$ cat src/rtl/gumnut_seq_ctrl.sv
// rtl/gumnut_seq_ctrl.sv - multicycle control sequencer for the Gumnut core
module gumnut_seq_ctrl #(
    parameter int ACK_TIMEOUT = 16,
    parameter int CNT_W       = (ACK_TIMEOUT > 0) ? $clog2(ACK_TIMEOUT + 1) : 1,
    parameter bit IE_RST      = 1'b0
) (
    input  logic       clk_i,
    input  logic       rst_i,
    input  logic       clk_en_i,
    input  logic [6:0] op_i,
    input  logic [2:0] func_i,
    input  logic       z_i,
    input  logic       c_i,
    input  logic       inst_ack_i,
    input  logic       data_ack_i,
    input  logic       int_req_i,
    output logic       inst_cyc_o,
    output logic       inst_stb_o,
    output logic       data_cyc_o,
    output logic       data_stb_o,
    output logic       data_we_o,
    output logic       port_o,
    output logic       ir_load_o,
    output logic       pc_en_o,
    output logic [1:0] pc_sel_o,
    output logic       alu_en_o,
    output logic       flag_we_o,
    output logic       reg_wr_o,
    output logic [3:0] alu_op_o,
    output logic [1:0] reg_mux_o,
    output logic       op2_sel_o,
    output logic       push_o,
    output logic       pop_o,
    output logic       int_ack_o,
    output logic       ie_o,
    output logic       stby_o,
    output logic       bus_err_o,
    output logic [2:0] state_o
);

    typedef enum logic [2:0] {
        S_FETCH  = 3'd0,
        S_DECODE = 3'd1,
        S_EXEC   = 3'd2,
        S_MEM    = 3'd3,
        S_WB     = 3'd4,
        S_INT    = 3'd5,
        S_WAIT   = 3'd6,
        S_ERR    = 3'd7
    } state_e;

    localparam logic [CNT_W-1:0] CNT_LAST = CNT_W'((ACK_TIMEOUT > 0) ? ACK_TIMEOUT - 1 : 0);

    state_e           state_q, state_d, next_st;
    logic             ie_q, ie_d;
    logic             stby_q, stby_d;
    logic [CNT_W-1:0] cnt_q, cnt_d;

    logic is_alu_imm, is_shift, is_alu_reg, is_mem, is_jump, is_branch, is_misc;
    logic br_taken, timeout_hit;

    assign is_alu_imm = ~op_i[6];
    assign is_shift   = (op_i[6:4] == 3'b110);
    assign is_alu_reg = (op_i[6:3] == 4'b1110);
    assign is_mem     = (op_i[6:5] == 2'b10);
    assign is_jump    = (op_i[6:2] == 5'b11110);
    assign is_branch  = (op_i[6:1] == 6'b111110);
    assign is_misc    = (op_i == 7'b1111110);

    always_comb begin
        br_taken = 1'b0;
        case (func_i[1:0])
            2'b00:   br_taken = z_i;
            2'b01:   br_taken = ~z_i;
            2'b10:   br_taken = c_i;
            default: br_taken = ~c_i;
        endcase
    end

    assign timeout_hit = (ACK_TIMEOUT > 0) && (cnt_q == CNT_LAST);

    // The interrupt decision at a Next point must see the ie written this cycle.
    always_comb begin
        ie_d = ie_q;
        if (state_q == S_DECODE && is_misc) begin
            case (func_i)
                3'd1, 3'd2: ie_d = 1'b1;
                3'd3:       ie_d = 1'b0;
                default:    ie_d = ie_q;
            endcase
        end else if (state_q == S_INT) begin
            ie_d = 1'b0;
        end
    end

    assign next_st = (int_req_i && ie_d) ? S_INT : S_FETCH;

    always_comb begin
        cnt_d = '0;
        if ((state_q == S_FETCH && !inst_ack_i) || (state_q == S_MEM && !data_ack_i)) begin
            cnt_d = cnt_q + 1'b1;
        end
    end

    always_comb begin
        state_d    = state_q;
        stby_d     = stby_q;
        inst_cyc_o = 1'b0;
        inst_stb_o = 1'b0;
        data_cyc_o = 1'b0;
        data_stb_o = 1'b0;
        data_we_o  = 1'b0;
        port_o     = 1'b0;
        ir_load_o  = 1'b0;
        pc_en_o    = 1'b0;
        pc_sel_o   = 2'd0;
        alu_en_o   = 1'b0;
        flag_we_o  = 1'b0;
        reg_wr_o   = 1'b0;
        alu_op_o   = 4'd0;
        reg_mux_o  = 2'd0;
        op2_sel_o  = 1'b0;
        push_o     = 1'b0;
        pop_o      = 1'b0;
        int_ack_o  = 1'b0;
        stby_o     = 1'b0;
        bus_err_o  = 1'b0;
        case (state_q)
            S_FETCH: begin
                inst_cyc_o = 1'b1;
                inst_stb_o = 1'b1;
                if (inst_ack_i) begin
                    ir_load_o = 1'b1;
                    pc_en_o   = 1'b1;
                    state_d   = S_DECODE;
                end else if (timeout_hit) begin
                    state_d = S_ERR;
                end
            end
            S_DECODE: begin
                if (is_branch) begin
                    pc_en_o  = br_taken;
                    pc_sel_o = br_taken ? 2'd1 : 2'd0;
                    state_d  = next_st;
                end else if (is_jump) begin
                    pc_en_o  = 1'b1;
                    pc_sel_o = 2'd1;
                    push_o   = op_i[1];
                    state_d  = next_st;
                end else if (is_misc) begin
                    case (func_i)
                        3'd0, 3'd1: begin
                            pop_o    = 1'b1;
                            pc_en_o  = 1'b1;
                            pc_sel_o = 2'd2;
                            state_d  = next_st;
                        end
                        3'd4, 3'd5: begin
                            stby_d  = (func_i == 3'd5);
                            state_d = S_WAIT;
                        end
                        default: state_d = next_st;
                    endcase
                end else if (is_alu_imm || is_shift || is_alu_reg || is_mem) begin
                    state_d = S_EXEC;
                end else begin
                    state_d = next_st;
                end
            end
            S_EXEC: begin
                if (is_mem) begin
                    alu_en_o = 1'b1;
                    state_d  = S_MEM;
                end else begin
                    alu_en_o  = 1'b1;
                    flag_we_o = 1'b1;
                    reg_wr_o  = 1'b1;
                    op2_sel_o = op_i[6];
                    if (is_alu_imm)     alu_op_o = {1'b0, op_i[5:3]};
                    else if (is_shift)  alu_op_o = {1'b1, func_i};
                    else                alu_op_o = {1'b0, func_i};
                    state_d = next_st;
                end
            end
            S_MEM: begin
                data_cyc_o = 1'b1;
                data_stb_o = 1'b1;
                data_we_o  = op_i[3];
                port_o     = op_i[4];
                if (data_ack_i) begin
                    state_d = op_i[3] ? next_st : S_WB;
                end else if (timeout_hit) begin
                    state_d = S_ERR;
                end
            end
            S_WB: begin
                reg_wr_o  = 1'b1;
                reg_mux_o = op_i[4] ? 2'd2 : 2'd1;
                state_d   = next_st;
            end
            S_INT: begin
                int_ack_o = 1'b1;
                push_o    = 1'b1;
                pc_en_o   = 1'b1;
                pc_sel_o  = 2'd3;
                state_d   = S_FETCH;
            end
            S_WAIT: begin
                stby_o = stby_q;
                if (int_req_i) state_d = next_st;
            end
            default: begin
                bus_err_o = 1'b1;
            end
        endcase
        // With the clock enable low nothing advances, so no side-effect pulses may escape.
        if (!clk_en_i) begin
            ir_load_o = 1'b0;
            pc_en_o   = 1'b0;
            reg_wr_o  = 1'b0;
            flag_we_o = 1'b0;
            push_o    = 1'b0;
            pop_o     = 1'b0;
            int_ack_o = 1'b0;
        end
    end

    always_ff @(posedge clk_i) begin
        if (rst_i) begin
            state_q <= S_FETCH;
            ie_q    <= IE_RST;
            stby_q  <= 1'b0;
            cnt_q   <= '0;
        end else if (clk_en_i) begin
            state_q <= state_d;
            ie_q    <= ie_d;
            stby_q  <= stby_d;
            cnt_q   <= cnt_d;
        end
    end

    assign ie_o    = ie_q;
    assign state_o = state_q;

endmodule

$ cat config.mk
export PLATFORM = sky130hd
export DESIGN_NAME = gumnut_seq_ctrl
export DESIGN_NICKNAME = d
export VERILOG_FILES = /design/src/rtl/gumnut_seq_ctrl.sv
export SDC_FILE = /design/constraint.sdc
export NUM_CORES = 1
export LEC_CHECK = 0
export ABC_AREA = 0
export CELL_PAD_IN_SITES_DETAIL_PLACEMENT = 1
export CELL_PAD_IN_SITES_GLOBAL_PLACEMENT = 1
export CORE_MARGIN = 5
export CORE_UTILIZATION = 30
export CTS_CLUSTER_DIAMETER = 80
export DETAILED_ROUTE_END_ITERATION = 8
export PLACE_DENSITY = 0.83
export SYNTH_ARGS = -nofsm -noshare
export SYNTH_HDL_FRONTEND = slang
export SYNTH_SLANG_ARGS = --single-unit
$ cat constraint.sdc
create_clock -name clk_i -period 3.6 [get_ports clk_i]
set_input_delay 0.72 -clock clk_i [delete_from_list [all_inputs] [get_ports clk_i]]
set_output_delay 0.72 -clock clk_i [all_outputs]
set_load 0.03 [all_outputs]
==> After elaboration in Yosys (flattened, before gate mapping) <==
Index checks and enable logic that the tools add are counted.
{ "word_totals": {"ff_bits": 10, "latch_bits": 0, "ram_bits": 0, "rom_bits": 0, "input_bits": 18, "output_inout_bits": 29, "elab_cells": 114, "mem_count": 0} }
{ "classes": {"addsub": 1, "n_mul": 0, "div_mod_pow": 0, "n_lt_le_gt_ge": 0, "n_eq_ne": 21, "n_shift": 0, "n_mux": 63, "bitwise": 5, "reduce_logical": 20} }
{ "op_table": {"columns": ["op", "n"], "rows": [
  ["$mux W3", 12],
  ["$mux W1", 33],
  ["$pmux W3 S7", 1],
  ["$eq A3 B3 Y1 const B", 6],
  ["$mux W4", 4],
  ["$eq A3 B2 Y1 const B", 4],
  ["$mux W2", 6],
  ["$eq A7 B7 Y1 const B", 1],
  ["$reduce_bool A7 Y1", 1],
  ["$reduce_or A7 Y1", 1],
  ["$eq A3 B1 Y1 const B", 2],
  ["$eq A6 B6 Y1 const B", 1],
  ["$logic_not A3 Y1", 2],
  ["$pmux W1 S2", 3],
  ["$pmux W1 S3", 2],
  ["$reduce_and A6 Y1", 1],
  ["$reduce_or A2 Y1", 3],
  ["$add A5 B1 Y5 const B", 1],
  ["$eq A5 B4 Y1 const B", 1],
  ["$eq A5 B5 Y1 const B", 1],
  ["$mux W5", 1],
  ["$not A1 Y1", 5],
  ["$eq A2 B2 Y1 const B", 2],
  ["$eq A4 B4 Y1 const B", 1],
  ["other kinds (8)", 15]
]} }

==> Longest topological paths before layout <==
Gate-level depths: netlist of the first run.
{ "logic_depth": {"word_depth": 11, "depth_mapped": 8, "mapped_depth_nobuf": 8} }

==> Worst setup path after synthesis of the first run <==
No wires, ideal clock.
{ "synth_path": {"kind": "input to output", "startpoint": "input port func_i[1]", "endpoint": "output port pc_en_o", "t_arrival_ns": 2.170, "t_required_ns": 2.880, "path_slack_ns": 0.710, "stages": 6, "n_path_buf": 1, "cell_sequence": "clkbuf_1 mux2i_1 xor2_1 o21ai_0 o211ai_1 a31oi_1"} }
{ "synth_between": {"elab_chain_len": 8} }
{ "synth_rtl": {"columns": ["element", "line", "source"], "rows": [
  ["start, declared", "11", "input logic [2:0] func_i,"],
  ["$eq A3 B1 Y1 / $logic_not A3 Y1 (equally long branches)", "151", "case (func_i)"],
  ["$reduce_or A2 Y1", "151", null],
  ["$mux W1", "151", null],
  ["$mux W1", "150", "end else if (is_misc) begin"],
  ["$mux W1", "145", "end else if (is_jump) begin"],
  ["$mux W1 (*)", "141", "if (is_branch) begin"],
  ["$pmux W1 S3 (*)", "128", "case (state_q)"],
  ["$mux W1 (*)", "217", "if (!clk_en_i) begin"],
  ["end, declared", "24", "output logic pc_en_o,"]
]} }
Every way passes the cells marked *; elsewhere a longest branch is shown, timed or not.

==> Worst setup path in the final report of the first run <==
{ "layout_path": {"startpoint": "input port func_i[1]", "endpoint": "output port pc_sel_o[0]"} }
{ "layout_between": {"elab_chain_len": 5} }
{ "layout_rtl": {"columns": ["element", "line", "source"], "rows": [
  ["$eq A2 B2 Y1, or another cell as far along", "72", "case (func_i[1:0])"],
  ["$pmux W1 S3 (*)", "72", null],
  ["$mux W1 (*)", "143", "pc_sel_o = br_taken ? 2'd1 : 2'd0;"],
  ["$mux W2 (*)", "141", null],
  ["$pmux W2 S2 (*)", "128", null],
  ["end, declared", "25", "output logic [1:0] pc_sel_o,"]
]} }
Marked as above.

==> results of run 1 <==
-- sequential cells by signal (all words and copies together) (netlist names) --
signal,flops
stby_q,1
cnt_q,5
state_o,3
ie_o,1
-- report_power, final --
group | internal [W] | switching, W
Combinational | 0.0000694 | 0.0000852
Sequential | 0.000115 | 0.0000140
Clock | 0.0000614 | 0.0000403
Total | 0.000246 | 0.000140
-- worst min-delay path, delay by kind of cell, from the launching register on --
kind	cells	cell delay, ns
DFF	1	0.33
and+or+nand+nor	1	0.07
muxes	1	0.08
-- cell usage in the layout (no fill, tap or decap), types with 2 or more instances in the layout --
master           count
a31oi_1              3
inv_1               11
a21oi_1              9
and2_1               3
a221o_1              2
clkbuf_4             3
nand3b_1             2
nor2b_1              3
ha_1                 2
nand3_1              5
nand2b_1             6
clkdlybuf4s50_1     43
nor2_1              18
o22ai_1              2
mux2i_1              4
and3_1               2
nand4_1              2
xor2_1               3
or4_1                2
dfxtp_1             10
nand2_1             12
buf_4                8
a211oi_1             2
mux2_2               2
nor3_1               6
nor4b_1              2
o21ai_0              9
-- final cells by class --
type                       count  area share, %
tap                           46           3.68
timing repair buffer          51           31.4
sequential                    10           12.8
inverter                      11           2.64
clock buffer                   4           2.32
multi-input combinational    118           47.2
-- cell families after synthesis --
family / synth area share, %
AO/OA/AOI/OAI: 22.3
XOR/XNOR: 3.37
adder cells (fa/ha/maj): 2.41
buffers and inverters: 9.76
flip-flops: 19.3
multiplexers: 6.02
AND/OR/NAND/NOR: 36.9
-- worst max path at each step --
stage	slack, ns	cells after the start	end	startpoint
after floorplan	0.71	6	pc_en_o	func_i[1]
after global placement	0.27	7	pc_sel_o[0]	func_i[1]
after detailed placement	0.20	7	pc_sel_o[0]	func_i[1]
after CTS	0.19	7	pc_sel_o[0]	func_i[1]
after global routing	0.1	7	pc_sel_o[0]	func_i[1]
final	0.22	7	pc_sel_o[0]	func_i[1]
-- layer usage --
layer	vias to the layer above	GRT usage, %	wire [um]
met3	0	1.78	183
met2	32	30.0	1880
li1	619	-	-
met4	0	1.46	0
met1	603	21.5	1670
met5	-	0	0
-- per-stage QoR --
stage | power, W | cell area (um2) | hold WS (ns)
finish | 0.000386 | 1560 | 0.513
global route | 0.000407 | 1560 | 0.530
CTS | 0.000388 | 1560 | 0.517
detailed placement | 0.000286 | 1530 | 0.480
global placement | 0.000281 | 1530 | 0.468
floorplan | 0.000220 | 1040 | 0.455
==> metrics.yaml, run 1 <==
min_to: "stby_q"
syn_avg_cell_area_um2: 6.92
synth-seq-cells: 10
hold_path_class: "flop to flop"
p_leak_nw: 0.592
peakVddDrop_mv: 0.0831
start_kind: "primary input"
gp_congestion: 0.798
crit_top_cell: "clkdlybuf4s50_1"
crit_type: "primary input to output pin"
r2r-start: "state_o[0]"
final.period_utilization_pct: 93.8
cts_max_level: 1
clk_pin_slew_worst_paths_ns: 0.07
ctsResizeCount: 0
die_w_um: 68.8
grt_max_degree: 21
status: "finished clean"
rows: 21
cp_slowest_cell: "clkdlybuf4s50_1"
cts.root.buffer_cell: "clkbuf_4"
hold_viol: 0
cts_setup_buffers: 0
synthArstFlopShare_pct: 0
drc_errors: 0
synth_warnings: 0
synth_flop_cell: "dfxtp_1"
path_max_fanout: 2
yosysUniqueCellTypes: 44
finish.utilization_pct: 46.8
drive_gt1_share_pct: 9.28
cap_violations: 0
drtAntennaViolNets: 0
ys_seq_area_share_pct: 19.3
ff_latch_area_um2: 200
r2r-end: "state_o[0]"
die_h_um: 68.8
drt-total-wl_um: 3730
overflow: 0
power_density_nw_per_um2: 247
vias: 1254
pre_cts_ws_ns: 0.201
io_buffers: 46
via_per_inst: 5.23
fillers: 445
synth_area_um2: 1040
dpl.cell_count: 236
cts_max_path_buffers: 2
fmax_mhz: 296
drt_first_iter_violations: 53
routedWlPerCell_um: 15.5
regToRegSetupSlack_ns: 1.24
grt_pass1_vias: 1269
max-slew-margin-rel_pct: 57.2
r2r_cells: 5
critPathRequiredTime_ns: 2.88
synth_top_area_cell: "dfxtp_1"
multi_input_area_um2: 737
synth_most_common_cell: "nor2_1"
tightestPinTransition_ns: 0.642
finalSetupViolations: 0
final_max_slew_viol_count: 0
finalCriticalPeriod_ns: 3.38
clk_latency_ns: 0.26
rsz0062_at_grt: "no"
clock_sinks: 10
crit_chain: "clkdlybuf4s50_1, mux2i_1, xor2_1, o21ai_0, a21oi_1, nor2_1, clkdlybuf4s50_1"
synth-edff-count: 0
synth.net_count: 170
track_usage_pct: 16.5
hold_start: "stby_q"
synth_cells: 150
critPathMaxStageDelay_ns: 0.68
path_buf_inv: 2
cts-buffers-inserted: 3
drt_first_pass_iters: 4
grt_pass1_wl_um: 6030
path_delay_family: "buffers and inverters"
top_level_ports: 47
cts_hold_buf: 0
synth.area.top_cells: "dfxtp_1 19%, nor2_1 6.5%, a21oi_1 4.3%"
cp-end-kind: "output pin"
hold_depth: 2
final_cells: 240
finalClockSkew_ns: 0.000426
coreArea_um2: 3340
synthTopCellsByCount: "18 x nor2_1, 12 x nand2_1, 11 x inv_1"
diodes: 0
die-area_um2: 4740
fin_nets: 215
synth_top_area_share_pct: 19.3
cts_tree: "built"
antenna_found_initial: 0
worst_slack_ns: 0.224
area_growth_pct: 50.5
hpwl_um: 3030
start_util_pct: 31.1
arrival_ns: 2.66
setup_tns_ns: 0
Note: power is estimated with default switching activity, not from simulation.
==> run 2: changes to the inputs <==
- CTS_CLUSTER_DIAMETER: 80 -> unset
==> results of run 2 <==
No change in the layout: final DEF, timing and power equal those of run 1.
==> run 3: changes to the inputs <==
- CORE_MARGIN: 5 -> 10
- SKIP_CTS_REPAIR_TIMING: unset -> 1
==> run 3 against run 2 <==
Hold slack lost 0.018 ns. Sequential cell count is the same. Largest cell class unchanged. Critical endpoint is now reg_wr_o. Clock skew grew 0.0019 ns.
==> metrics.yaml, run 3 (synthesis results as in run 1) <==
crit_chain: "clkdlybuf4s50_1, nand2b_1, nand2_1, mux2_2, nor3_1, clkdlybuf4s50_1"  # was clkdlybuf4s50_1, mux2i_1, xor2_1, o21ai_0, a21oi_1, nor2_1, clkdlybuf4s50_1
vias: 1281  # was 1254
whs_ns: 0.494  # was 0.513 ns
finalSetupViolations: 0  # unchanged
ff_latch_area_um2: 200  # unchanged
drt-total-wl_um: 3920  # was 3730 um
r2r-start: "state_o[0]"  # unchanged
die-area_um2: 6210  # was 4740 um2
grt_max_degree: 21  # unchanged
cap_violations: 0  # unchanged
fin_nets: 215  # unchanged
worstSetupEndpoint: "reg_wr_o"  # was pc_sel_o[0]
peakVddDrop_mv: 0.122  # was 0.0831 mV
final.period_utilization_pct: 93.9  # was 93.8%
dpl.cell_count: 236  # unchanged
track_usage_pct: 12.3  # was 16.5%
finish.utilization_pct: 46.4  # was 46.8%
gp_congestion: 0.766  # was 0.798
cp_slowest_cell: "clkdlybuf4s50_1"  # unchanged
area_growth_pct: 49.2  # was 50.5%
fmax_mhz: 296  # about the same
diodes: 0  # unchanged
grt_pass1_vias: 1311  # was 1269
drt_first_pass_iters: 4  # unchanged
setup_tns_ns: 0  # unchanged
hold_depth: 2  # unchanged
combPwrFrac_pct: 43.1  # was 40.1%
place_area_um2: 1530  # unchanged
start_kind: "primary input"  # unchanged
clockPowerShare_pct: 20.5  # was 26.4%
hold_path_class: "flop to flop"  # unchanged
cts_tree: "built"  # unchanged
cp.depth: 6  # was 7
clk_pin_slew_worst_paths_ns: 0.06  # was 0.07 ns
regToRegSetupSlack_ns: 1.16  # was 1.24 ns
io_buffers: 46  # unchanged
startpoint: "op_i[5]"  # was func_i[1]
start_util_pct: 31.1  # unchanged
power_density_nw_per_um2: 230  # was 247 nW/um2
tightestPinTransition_ns: 0.680  # was 0.642 ns
r2r-end: "state_o[0]"  # unchanged
rsz0062_at_grt: "no"  # unchanged
cts_max_level: 1  # unchanged
fillers: 432  # was 445
hpwl_um: 3200  # was 3030 um
largest_reg_flops: 5  # unchanged
drc_errors: 0  # unchanged
crit_type: "primary input to output pin"  # unchanged
top_level_ports: 47  # unchanged
hold_viol: 0  # unchanged
critPathRequiredTime_ns: 2.88  # about the same
multi_input_area_um2: 737  # unchanged
finalCriticalPeriod_ns: 3.38  # about the same
regMostFlops: "cnt_q"  # unchanged
drive_gt1_share_pct: 8.81  # was 9.28%
path_delay_family: "buffers and inverters"  # unchanged
rows: 21  # unchanged
routedWlPerCell_um: 16.4  # was 15.5 um
drt_first_iter_violations: 95  # was 53
cts.root.buffer_cell: "clkbuf_4"  # unchanged
p_leak_nw: 0.585  # was 0.592 nW
overflow: 0  # unchanged
antenna_found_initial: 0  # unchanged
cts-buffers-inserted: 3  # unchanged
path_buf_inv: 2  # unchanged
arrival_ns: 2.66  # about the same
final_cells: 239  # was 240
r2r_cells: 5  # unchanged
p_switching_w: 0.000134  # was 0.000140 W
final_max_slew_viol_count: 0  # unchanged
switching_share_pct: 37.4  # was 36.2%
critPathMaxStageDelay_ns: 0.70  # was 0.68 ns
clk_latency_ns: 0.26  # about the same
seqPwrFrac_pct: 36.3  # was 33.5%
die_h_um: 78.8  # was 68.8 um
crit_top_cell: "clkdlybuf4s50_1"  # unchanged
path_max_fanout: 8  # was 2
layout_common_cells: "43 x clkdlybuf4s50_1, 18 x nor2_1, 12 x nand2_1"  # unchanged
final_common_cell: "clkdlybuf4s50_1"  # unchanged
fin_area_um2: 1550  # was 1560 um2
max-slew-margin-rel_pct: 54.6  # was 57.2%
finalClockSkew_ns: 0.00229  # was 0.000426 ns
grt_pass1_wl_um: 6590  # was 6030 um
internal_power_w: 0.000223  # was 0.000246 W
cts_max_path_buffers: 2  # unchanged
drtAntennaViolNets: 0  # unchanged
via_per_inst: 5.36  # was 5.23
die_w_um: 78.8  # was 68.8 um
coreArea_um2: 3340  # unchanged
clock_sinks: 10  # unchanged
status: "finished clean"  # unchanged
cp-end-kind: "output pin"  # unchanged
-- run 3: cell type report --
class	instances	area share, %
timing repair buffer	51	31.7
tap	46	3.72
multi-input combinational	118	47.6
sequential	10	12.9
inverter	11	2.67
clock buffer	3	1.45
-- run 3: tightest hold or removal path: stages, from the launching register on --
cell      delay, ns
dfxtp_1        0.31
nor2_1         0.09
a211oi_1       0.05
-- run 3: power groups by stage --
stage          clock network, W  logic (W)  registers [W]
6_report              0.0000732   0.000154       0.000130
5_1_grt               0.0000805   0.000167       0.000131
4_1_cts               0.0000766   0.000155       0.000129
3_5_place_dp                  0   0.000155       0.000132
3_3_place_gp                  0   0.000151       0.000131
2_1_floorplan                 0  0.0000944       0.000126
-- run 3: worst min-delay path by stage --
stage	startpoint	slack, ns	endpoint
final	cnt_q[4]	0.49	cnt_q[4]
after detailed placement	cnt_q[4]	0.49	cnt_q[4]
after floorplan	stby_q	0.45	stby_q
after CTS	cnt_q[4]	0.50	cnt_q[4]
after global placement	cnt_q[4]	0.47	cnt_q[4]
after global routing	cnt_q[4]	0.51	cnt_q[4]
-- run 3: through the flow --
step                      setup slack, ns  power (W)
after global placement              0.262   0.000282
after global routing                0.106   0.000379
after floorplan                     0.710   0.000220
after detailed placement            0.222   0.000286
final                               0.221   0.000357
after CTS                           0.216   0.000361
-- run 3: routing by layer --
metal | up-vias | global-route usage (%) | wire length [um]
met3 | 0 | 2.59 | 210
met4 | 0 | 1.08 | 0
met1 | 624 | 14.6 | 1730
li1 | 620 | - | -
met5 | - | 0 | 0
met2 | 37 | 22.7 | 1980
